File: config.mk
export PLATFORM = sky130hd
export DESIGN_NAME = pc_unit
export DESIGN_NICKNAME = d
export VERILOG_FILES = /design/src/rtl/pc_unit.sv
export SDC_FILE = /design/constraint.sdc
export NUM_CORES = 1
export LEC_CHECK = 0
export BUFFER_PORTS_ARGS = -buffer_cell sky130_fd_sc_hd__buf_4
export CORE_MARGIN = 3
export CORE_UTILIZATION = 55
export CTS_CLUSTER_DIAMETER = 50
export DETAILED_ROUTE_END_ITERATION = 8
export PLACE_DENSITY_LB_ADDON = 0.1
export SYNTH_ARGS = -nofsm -noshare
export SYNTH_HDL_FRONTEND = slang
export SYNTH_SLANG_ARGS = --single-unit
File: constraint.sdc
create_clock -name clk -period 6.5 [get_ports clk]
set_clock_uncertainty 0.1 [all_clocks]
set_input_delay 1.3 -clock clk [delete_from_list [all_inputs] [get_ports clk]]
set_output_delay 1.3 -clock clk [all_outputs]
set_load 0.05 [all_outputs]
File: src/rtl/pc_unit.sv
// rtl/pc_unit.sv - fetch program counter with branch resolution, return-address stack and halt
module pc_unit #(
  parameter int                 ADDR_W    = 16,
  parameter int                 IMM_W     = 9,
  parameter int                 RAS_DEPTH = 4,
  parameter logic [ADDR_W-1:0]  RESET_VEC = '0
) (
  input  logic              clk,
  input  logic              rst,
  input  logic              stall,
  input  logic              halt,
  input  logic              br_valid,
  input  logic [2:0]        br_cond,
  input  logic [IMM_W-1:0]  br_imm,
  input  logic [2:0]        flags,
  input  logic              jr_valid,
  input  logic              call,
  input  logic              ret,
  input  logic [ADDR_W-1:0] jr_target,
  output logic [ADDR_W-1:0] pc_out,
  output logic [ADDR_W-1:0] pc_plus2,
  output logic              redirect,
  output logic              halted,
  output logic              ras_empty,
  output logic              ras_full,
  output logic              ras_err
);

  localparam int               PTR_W    = $clog2(RAS_DEPTH);
  localparam int               CNT_W    = PTR_W + 1;
  localparam logic [CNT_W-1:0] FULL_CNT = CNT_W'(RAS_DEPTH);

  typedef enum logic {RUN, HALTED} state_t;

  state_t            state;
  logic [ADDR_W-1:0] pc;
  logic [ADDR_W-1:0] next_pc;
  logic [ADDR_W-1:0] br_off;
  logic [ADDR_W-1:0] br_target;
  logic [ADDR_W-1:0] ras_top;
  logic [ADDR_W-1:0] ras_mem [RAS_DEPTH];
  logic [PTR_W-1:0]  sp;
  logic [PTR_W-1:0]  sp_dec;
  logic [CNT_W-1:0]  count;
  logic              err;
  logic              take;
  logic              z, v, n;
  logic              advance;

  assign {z, v, n}  = flags;
  assign pc_plus2   = pc + ADDR_W'(2);
  assign br_off     = {{(ADDR_W-IMM_W-1){br_imm[IMM_W-1]}}, br_imm, 1'b0};
  assign br_target  = pc_plus2 + br_off;
  // sp points at the next free slot, so the top of stack sits one below it
  assign sp_dec     = sp - PTR_W'(1);
  assign ras_top    = ras_mem[sp_dec];
  assign advance    = (state == RUN) && !stall && !halt;

  always_comb begin
    take = 1'b1;
    case (br_cond)
      3'b000: take = !z;
      3'b001: take = z;
      3'b010: take = !z && !n;
      3'b011: take = n;
      3'b100: take = z || (!z && !n);
      3'b101: take = n || z;
      3'b110: take = v;
      default: take = 1'b1;
    endcase
  end

  always_comb begin
    next_pc = pc_plus2;
    if (ret) next_pc = (count != '0) ? ras_top : pc_plus2;
    else if (call || jr_valid) next_pc = jr_target;
    else if (br_valid && take) next_pc = br_target;
  end

  assign redirect  = advance && (next_pc != pc_plus2);
  assign pc_out    = pc;
  assign halted    = (state == HALTED);
  assign ras_empty = (count == '0);
  assign ras_full  = (count == FULL_CNT);
  assign ras_err   = err;

  always_ff @(posedge clk or negedge rst) begin
    if (!rst) begin
      state <= RUN;
      pc    <= RESET_VEC;
      sp    <= '0;
      count <= '0;
      err   <= 1'b0;
    end else if (state == RUN && !stall) begin
      if (halt) begin
        state <= HALTED;
      end else begin
        pc <= next_pc;
        if (ret) begin
          if (count != '0) begin
            sp    <= sp_dec;
            count <= count - CNT_W'(1);
          end else begin
            err <= 1'b1;
          end
        end else if (call) begin
          // a full stack wraps onto its oldest slot, which is exactly where sp points
          sp <= sp + PTR_W'(1);
          if (count == FULL_CNT) err <= 1'b1;
          else count <= count + CNT_W'(1);
        end
      end
    end
  end

  always_ff @(posedge clk) begin
    if (advance && !ret && call) ras_mem[sp] <= pc_plus2;
  end

endmodule

Yosys cells after proc, flatten, opt, wreduce, memory -nomap -nowiden
Memory sizes are Yosys's and may differ from the RTL's.
Index checks and enable logic that the tools add are counted.
{ "word_totals": {"reg_bits": 23, "latch_bits": 0, "mem_bits_rw": 64, "rom_bits": 0, "wordCells": 68, "memories": 1} }
{ "mem_list": {"columns": ["memory", "depth", "width", "read_ports", "rd_clocked_by_memory_dff", "write_ports", "line_no", "rtl"], "rows": [
  ["ras_mem", 4, 16, 1, 0, 1, "41", "logic [ADDR_W-1:0] ras_mem [RAS_DEPTH];"]
]} }
{ "classes": {"n_addsub": 6, "multipliers": 0, "div": 0, "order_cmp": 0, "n_eq_ne": 11, "n_shift": 0, "mux": 18, "bitwise": 2, "n_reduce_logical": 25} }
{ "op_table": {"columns": ["cell", "n"], "rows": [
  ["$mux W16", 4],
  ["$add A16 B16 Y16", 1],
  ["$add A16 B2 Y16 const B", 1],
  ["$ne A16 B16 Y1", 1],
  ["$eq A3 B3 Y1 const B", 4],
  ["$mux W3", 4],
  ["$reduce_and A5 Y1", 2],
  ["$logic_and A1 B1 Y1", 7],
  ["$pmux W1 S7", 1],
  ["$eq A3 B2 Y1 const B", 2],
  ["$logic_not A3 Y1", 2],
  ["$mux W1", 6],
  ["$mux W2", 3],
  ["$logic_not A1 Y1", 5],
  ["$ne A2 B2 Y1 const B", 2],
  ["$reduce_and A2 Y1", 2],
  ["$reduce_and A4 Y1", 1],
  ["$reduce_bool A2 Y1", 2],
  ["$add A3 B1 Y3 const B", 1],
  ["$eq A3 B1 Y1 const B", 1],
  ["$logic_or A1 B1 Y1", 3],
  ["$reduce_bool A3 Y1", 1],
  ["$sub A3 B1 Y3 const B", 1],
  ["$add A2 B1 Y2 const B", 1],
  ["3 further kinds", 4]
]} }

Logic depth before layout (Yosys ltp)
Gate-level depths: netlist of run 1.
{ "depth": {"word_depth": 10, "ltp_mapped": 15} }

Least setup slack after synthesis of run 1
No wires, ideal clock.
{ "synth_path": {"path_kind": "reg-to-output", "startpoint": "register pc[1] (netlist: pc_out[1])", "endpoint": "output redirect", "t_arrival_ps": 5445, "required_ps": 5100, "path_slack_ps": -345, "stages_incl_launch_ff": 14, "cell_sequence": "dfrtp_1 ha_1 inv_1 or2_2 clkbuf_1 xnor2_1 ha_1 a21oi_1 o21ai_0 o41ai_1 xnor2_1 o41ai_1 nor4_1 a41oi_1"} }
{ "synth_between": {"elab_chain_cells": 7, "word_cells_on_any_way": 8, "classes_between": "add/sub: 2; eq/ne: 1; mux: 4; reduce/logical: 1"} }
{ "synth_lines": {"columns": ["item", "line_no", "rtl"], "rows": [
  ["start, declared", "36", "logic [ADDR_W-1:0] pc;"],
  ["start signal, assigned", "98", "pc <= next_pc;"],
  ["$add A16 B2 Y16 (*)", "51", "assign pc_plus2 = pc + ADDR_W'(2);"],
  ["via pc_plus2[7]", "21", "output logic [ADDR_W-1:0] pc_plus2,"],
  ["$add A16 B16 Y16", "53", "assign br_target = pc_plus2 + br_off;"],
  ["$mux W16", "77", "else if (br_valid && take) next_pc = br_target;"],
  ["$mux W16", "76", "else if (call || jr_valid) next_pc = jr_target;"],
  ["$mux W16", "75", "if (ret) next_pc = (count != '0) ? ras_top : pc_plus2;"],
  ["$ne A16 B16 Y1 (*)", "80", "assign redirect = advance && (next_pc != pc_plus2);"],
  ["$logic_and A1 B1 Y1 (*)", "80", null],
  ["end, declared", "22", "output logic redirect,"]
]} }
Mark *: on every way through the listed nets, which the timed path passes. The rest lies on a longest branch.

Final worst setup path of run 1
{ "layout_path": {"startpoint": "register pc[1] (netlist: pc_out[1])", "endpoint": "output redirect"} }
{ "layout_between": {"elab_chain_cells": 7, "word_cells_on_any_way": 8, "classes_between": "add/sub: 2; eq/ne: 1; mux: 4; reduce/logical: 1"} }
{ "layout_lines": {"columns": ["item", "line_no"], "rows": [
  ["$add A16 B2 Y16 (*)", "51"],
  ["$add A16 B16 Y16", "53"],
  ["$mux W16", "77"],
  ["$mux W16", "76"],
  ["$mux W16", "75"],
  ["$ne A16 B16 Y1 (*)", "80"],
  ["$logic_and A1 B1 Y1 (*)", "80"]
]} }
Mark *: on every way between the ends. The rest lies on a longest branch, timed or not.

==> out/qor.txt, run 1 <==
status: finished clean
Post-Route Setup TNS: 0 ns
most common cell after layout, fill and taps aside: buf_4
post-route cell area: 6710 um2
most frequent cells in the layout: 90 x buf_4, 64 x edfxtp_1, 54 x nor2_1
die width: 109 um
slowest cell on the critical path: dfrtp_1
Starting DRT DRC Count: 693
DIE HEIGHT: 109 um
asr flop ratio synth: 0.264
Slew HR: 0.305
Final period util: 0.973
leak pwr: 2.63 nW
P&R area growth vs syn: 15.8%
Setup Crit Path Kind: flip-flop to output port
YS warnings: 0
DR WL/cell: 21.8 um
pin count of the biggest net entering global routing: 38
H-tree Lvls: 3
worst-case clock buffer depth: 2
crit path capture type: output port
initial antenna violation count: 0
CTS tree: done
RSZ-0062 raised after global routing: no
synth unique cells: 67
Placeable Area: 10000 um2
cts-stage hold buffer count: 0
post-route minimum period: 6.32 ns
CTS Buf Count: 9
number of routed nets with antenna violations: 0
WL final: 17.2 mm
Mapped Nets: 646
max-cap violations: 0
synthesized instance count: 583
Yosys reg bits: 87
CP arrival: 4.92 ns
# rows: 36
Port Buffers: 75
number of synthesized flops with an enable pin: 64
vias in the first global route: 4,864
DR vias: 5,083
Setup-failing EPs final: 0
post-DP HPWL: 12.7 mm
nets@finish: 714
fin. max-slew vios: 0
layout cell share with drive strength beyond 1: 0.206
slowest stage delay, CP: 0.56 ns
clk sinks: 87
vias per inst: 6.44
Critical Path RT: 5.10 ns
Worst Setup Start Kind: flip-flop
All-Layer GR Usage: 0.304
power per cell area: 352 nW/um2
gpl congestion: 0.981
num ports: 76
Hold Crit Class: flip-flop to flip-flop
Buffers & Inverters on Critical Path: 3
first-pass GRT wire length: 26.9 mm
Critical Path, Cell by Cell: ha_1 > inv_1 > or2_2 > xnor2_2 > buf_4 > ha_1 > a21oi_1 > o21ai_0 > o41ai_1 > xnor2_1 > nand4_1 > o41ai_1 > nor4_1 > a41oi_1 > buf_4
fmax: 0.158 GHz
Final Hold Viols: 0
family with the most delay on the worst path: compound AO/OA/AOI/OAI gates
Post-DP Area: 6500 um2
average instance area after synthesis: 9.94 um2
starting density of the core: 0.579
worst ir drop on vdd: 0.194 mV
root buffer cell: clkbuf_8
die area: 11,800 um2
Residual DRC: 0
Crit Path Max Fanout: 10
first-pass iteration count of the detailed router: 5
Clock Pin Slew Worst Setup and Hold Paths: 0.10 ns
Main synth FF type: edfxtp_1
Slew @ Worst Pin: 1.04 ns
sequential area share after synthesis: 0.431
total grt overflow: 0
Synth Cell Area: 5790 um2
Worst-Skew Late Latency: 0.37 ns
antenna diode count: 0
Layout Utilization: 0.671
## path summary, 6_finish.rpt
| check | from | end | slack, ns | cells past startpoint |
|---|---|---|---|---|
| worst max register to register | pc_out[1]$_DFFE_PN0P_ | pc_out[15]$_DFFE_PN0P_ | 2.16 | 16 |
| max in group asynchronous | rst | pc_out[12]$_DFFE_PN0P_ | 5.33 | 1 |
| min in group asynchronous | rst | pc_out[7]$_DFFE_PN0P_ | 0.71 | 1 |
| worst min register to register | ras_err$_DFFE_PN0P_ | ras_err$_DFFE_PN0P_ | 0.39 | 1 |
| worst min-delay path | ras_err$_DFFE_PN0P_ | ras_err$_DFFE_PN0P_ | 0.39 | 1 |
| worst max-delay path | pc_out[1]$_DFFE_PN0P_ | redirect | 0.18 | 15 |
## layout make-up
cell class	count	area, um2
Timing Repair Buffer	90	676
Fill cell	793	3290
Clock buffer	10	128
Clock inverter	6	68.8
Sequential cell	87	2500
Inverter	27	101
Multi-Input combinational cell	436	3070
Tap cell	133	166
## registers in the layout (all words and copies together) (netlist names)
signal,flops
count,3
ras_err,1
ras_mem,64
halted,1
sp,2
pc_out,16
## cell usage after synthesis, types with 7 or more instances
| cell | count | area share |
|---|---|---|
| nand3_1 | 21 | 0.018 |
| a211oi_1 | 9 | 0.012 |
| mux4_2 | 16 | 0.062 |
| a21oi_1 | 40 | 0.035 |
| dfrtp_1 | 23 | 0.099 |
| o21ai_0 | 39 | 0.034 |
| nand2_1 | 53 | 0.034 |
| edfxtp_1 | 64 | 0.33 |
| ha_1 | 22 | 0.048 |
| and2_1 | 7 | 0.0076 |
| xnor2_1 | 18 | 0.027 |
| xor2_1 | 18 | 0.027 |
| clkbuf_1 | 26 | 0.017 |
| nor2_1 | 54 | 0.035 |
| nor3_1 | 14 | 0.012 |
| o22ai_1 | 7 | 0.0076 |
| a31oi_1 | 10 | 0.011 |
| inv_1 | 26 | 0.017 |
## stage by stage
| stage | power [W] | hold slack, ns | instances | worst slack (ns) |
|---|---|---|---|---|
| finish | 0.00236 | 0.394 | 789 | 0.178 |
| global route | 0.00248 | 0.421 | 789 | 0.00418 |
| detailed placement | 0.00196 | 0.375 | 773 | 0.685 |
| floorplan | 0.00159 | 0.449 | 583 | 0.148 |
| global placement | 0.00194 | 0.357 | 773 | 0.738 |
| CTS | 0.00235 | 0.395 | 789 | 0.259 |
## logic make-up after synthesis
logic type / synth area share
buffers and inverters: 0.0415
muxes: 0.0674
DFF: 0.431
adders and majority gates: 0.0544
xor gates and xnor gates: 0.0585
AOI/OAI and AO/OA: 0.185
and+or+nand+nor: 0.162
## layer usage
metal  GRT usage  part of all wire  vias up
met5           0                 0        -
met4      0.0947             0.029        0
met3      0.0604              0.11       34
met1       0.440              0.42     2418
met2       0.464              0.44      303
li1            -                 -     2328
## power by group
| part | leakage [nW] | internal [W] | switching (W) |
|---|---|---|---|
| Combinational | 1.67 | 0.000447 | 0.000807 |
| Sequential | 0.863 | 0.000658 | 0.0000611 |
| Clock | 0.0973 | 0.000181 | 0.000209 |
| Total | 2.63 | 0.00129 | 0.00108 |
## timing repair
item / CTS / global route
hold endpoints to repair: 0 / 0
buffers inserted: 0 / 0
endpoints found under the setup margin: 0 / 1
gates resized for setup: 0 / 1
(Power assumes the default switching activity.)
==> run 2: changes to the inputs <==
CORE_UTILIZATION = 50   (was 55)
PLACE_DENSITY = 0.73   (was unset)
PLACE_DENSITY_LB_ADDON = unset   (was 0.1)
SKIP_CTS_REPAIR_TIMING = 1   (was unset)
==> out/qor.txt, run 2 (same netlist as run 1, synthesis figures left out) <==
layout cell share with drive strength beyond 1: 0.207
worst ir drop on vdd: 0.204 mV
Worst R2R Start: pc_out[1]$_DFFE_PN0P_
Setup Crit Path Kind: flip-flop to output port
Placeable Area: 11,100 um2
root buffer cell: clkbuf_16
Critical path origin: pc_out[1]$_DFFE_PN0P_
max reg flops: 64
Largest Register: ras_mem
number of routed nets with antenna violations: 0
crit path capture type: output port
Layout Utilization: 0.619
gpl congestion: 1.02
first-pass GRT wire length: 26.4 mm
post-route minimum period: 6.32 ns
DIE HEIGHT: 114 um
DR vias: 5,038
vias per inst: 6.33
CP arrival: 4.92 ns
worst-case clock buffer depth: 2
fmax: 0.158 GHz
Hold Crit Class: flip-flop to flip-flop
Worst-Skew Late Latency: 0.35 ns
Final period util: 0.973
Port Buffers: 75
WL final: 17.1 mm
DR WL/cell: 21.5 um
Slew HR: 0.384
Clock Pin Slew Worst Setup and Hold Paths: 0.08 ns
hold depth: 1
die area: 12,900 um2
P&R area growth vs syn: 18.3%
Final Hold Viols: 0
Starting DRT DRC Count: 719
worst reg-to-reg path cell count: 15
initial antenna violation count: 0
total grt overflow: 0
first-pass iteration count of the detailed router: 6
hold_sp: ras_err$_DFFE_PN0P_
most common cell after layout, fill and taps aside: buf_4
Setup-failing EPs final: 0
status: finished clean
Post-Route Setup TNS: 0 ns
clk sinks: 87
Worst Setup Start Kind: flip-flop
Critical Path RT: 5.10 ns
Fill cells: 922
die width: 114 um
nets@finish: 714
# rows: 38
leak pwr: 2.69 nW
vias in the first global route: 4,742
Crit Path Max Fanout: 10
fin. max-slew vios: 0
post-DP HPWL: 12.5 mm
Slew @ Worst Pin: 0.917 ns
All-Layer GR Usage: 0.267
pin count of the biggest net entering global routing: 38
antenna diode count: 0
Residual DRC: 0
CTS tree: done
starting density of the core: 0.523
CTS Buf Count: 9
H-tree Lvls: 3
num ports: 76
RSZ-0062 raised after global routing: no
max-cap violations: 0
power per cell area: 373 nW/um2
most frequent cells in the layout: 90 x buf_4, 64 x edfxtp_1, 54 x nor2_1
==> run 2: changes by cell type in the layout (fill, tap and decap cells not counted) <==
cell,previous run,this run
bufinv_16,1,2
clkbuf_1,1,0
clkbuf_16,0,9
clkbuf_8,9,0
clkinv_2,1,0
clkinv_8,0,1
clkinvlp_4,1,0
ha_1,22,21
ha_2,0,1
inv_8,0,1
xnor2_1,16,17
xnor2_2,2,1
==> run 2: worst max-delay path, stage by stage, from the launching register on <==
cell	delay [ns]
dfrtp_1	0.55
ha_2	0.36
inv_1	0.13
or2_2	0.41
xnor2_2	0.15
buf_4	0.19
ha_1	0.35
a21oi_1	0.34
o21ai_0	0.20
nor2_1	0.16
xor2_1	0.28
o311ai_0	0.17
or4_1	0.53
nor4_1	0.34
a41oi_1	0.19
buf_4	0.22
==> run 2: power by group <==
| part | internal, W | leakage, nW | total (W) | switching (W) |
|---|---|---|---|---|
| Combinational | 0.000445 | 1.66 | 0.00125 | 0.000806 |
| Clock | 0.000346 | 0.165 | 0.000587 | 0.000241 |
| Sequential | 0.000659 | 0.863 | 0.000717 | 0.0000580 |
| Total | 0.00145 | 2.69 | 0.00255 | 0.00110 |
==> run 2: path summary, 6_finish.rpt <==
path	end	slack, ns
hold / removal	ras_err$_DFFE_PN0P_	0.39
max in group asynchronous	halted$_DFFE_PN0P_	5.29
setup / recovery	redirect	0.18
min in group asynchronous	sp[0]$_DFFE_PN0P_	0.75
hold reg to reg	ras_err$_DFFE_PN0P_	0.39
setup reg to reg	pc_out[15]$_DFFE_PN0P_	2.17
==> run 2: final cells by class <==
cell class              instances  area [um2]  area share
flip-flops and latches         87        2500       0.364
clock buffers                   9         225      0.0329
multi-input cells             436        3070       0.447
repair buffers                 90         676      0.0986
well taps                     140         175      0.0256
inverters                      27         101      0.0148
clock inverters                 7         114      0.0166
==> run 2: stage by stage <==
| stage | hold slack (ns) | setup slack (ns) | total power [W] | cell area, um2 | instances |
|---|---|---|---|---|---|
| 6_report | 0.387 | 0.177 | 0.00255 | 6860 | 796 |
| 3_5_place_dp | 0.365 | 0.641 | 0.00196 | 6510 | 780 |
| 5_1_grt | 0.392 | 0.0381 | 0.00268 | 6860 | 796 |
| 4_1_cts | 0.391 | 0.229 | 0.00255 | 6850 | 796 |
| 2_1_floorplan | 0.449 | 0.148 | 0.00159 | 5800 | 583 |
| 3_3_place_gp | 0.352 | 0.688 | 0.00194 | 6510 | 780 |
==> run 2: routing by layer <==
layer  track usage  share of wire
met1         0.373           0.43
met2         0.422           0.47
met3        0.0472          0.079
met4        0.0970          0.028
met5             0              0
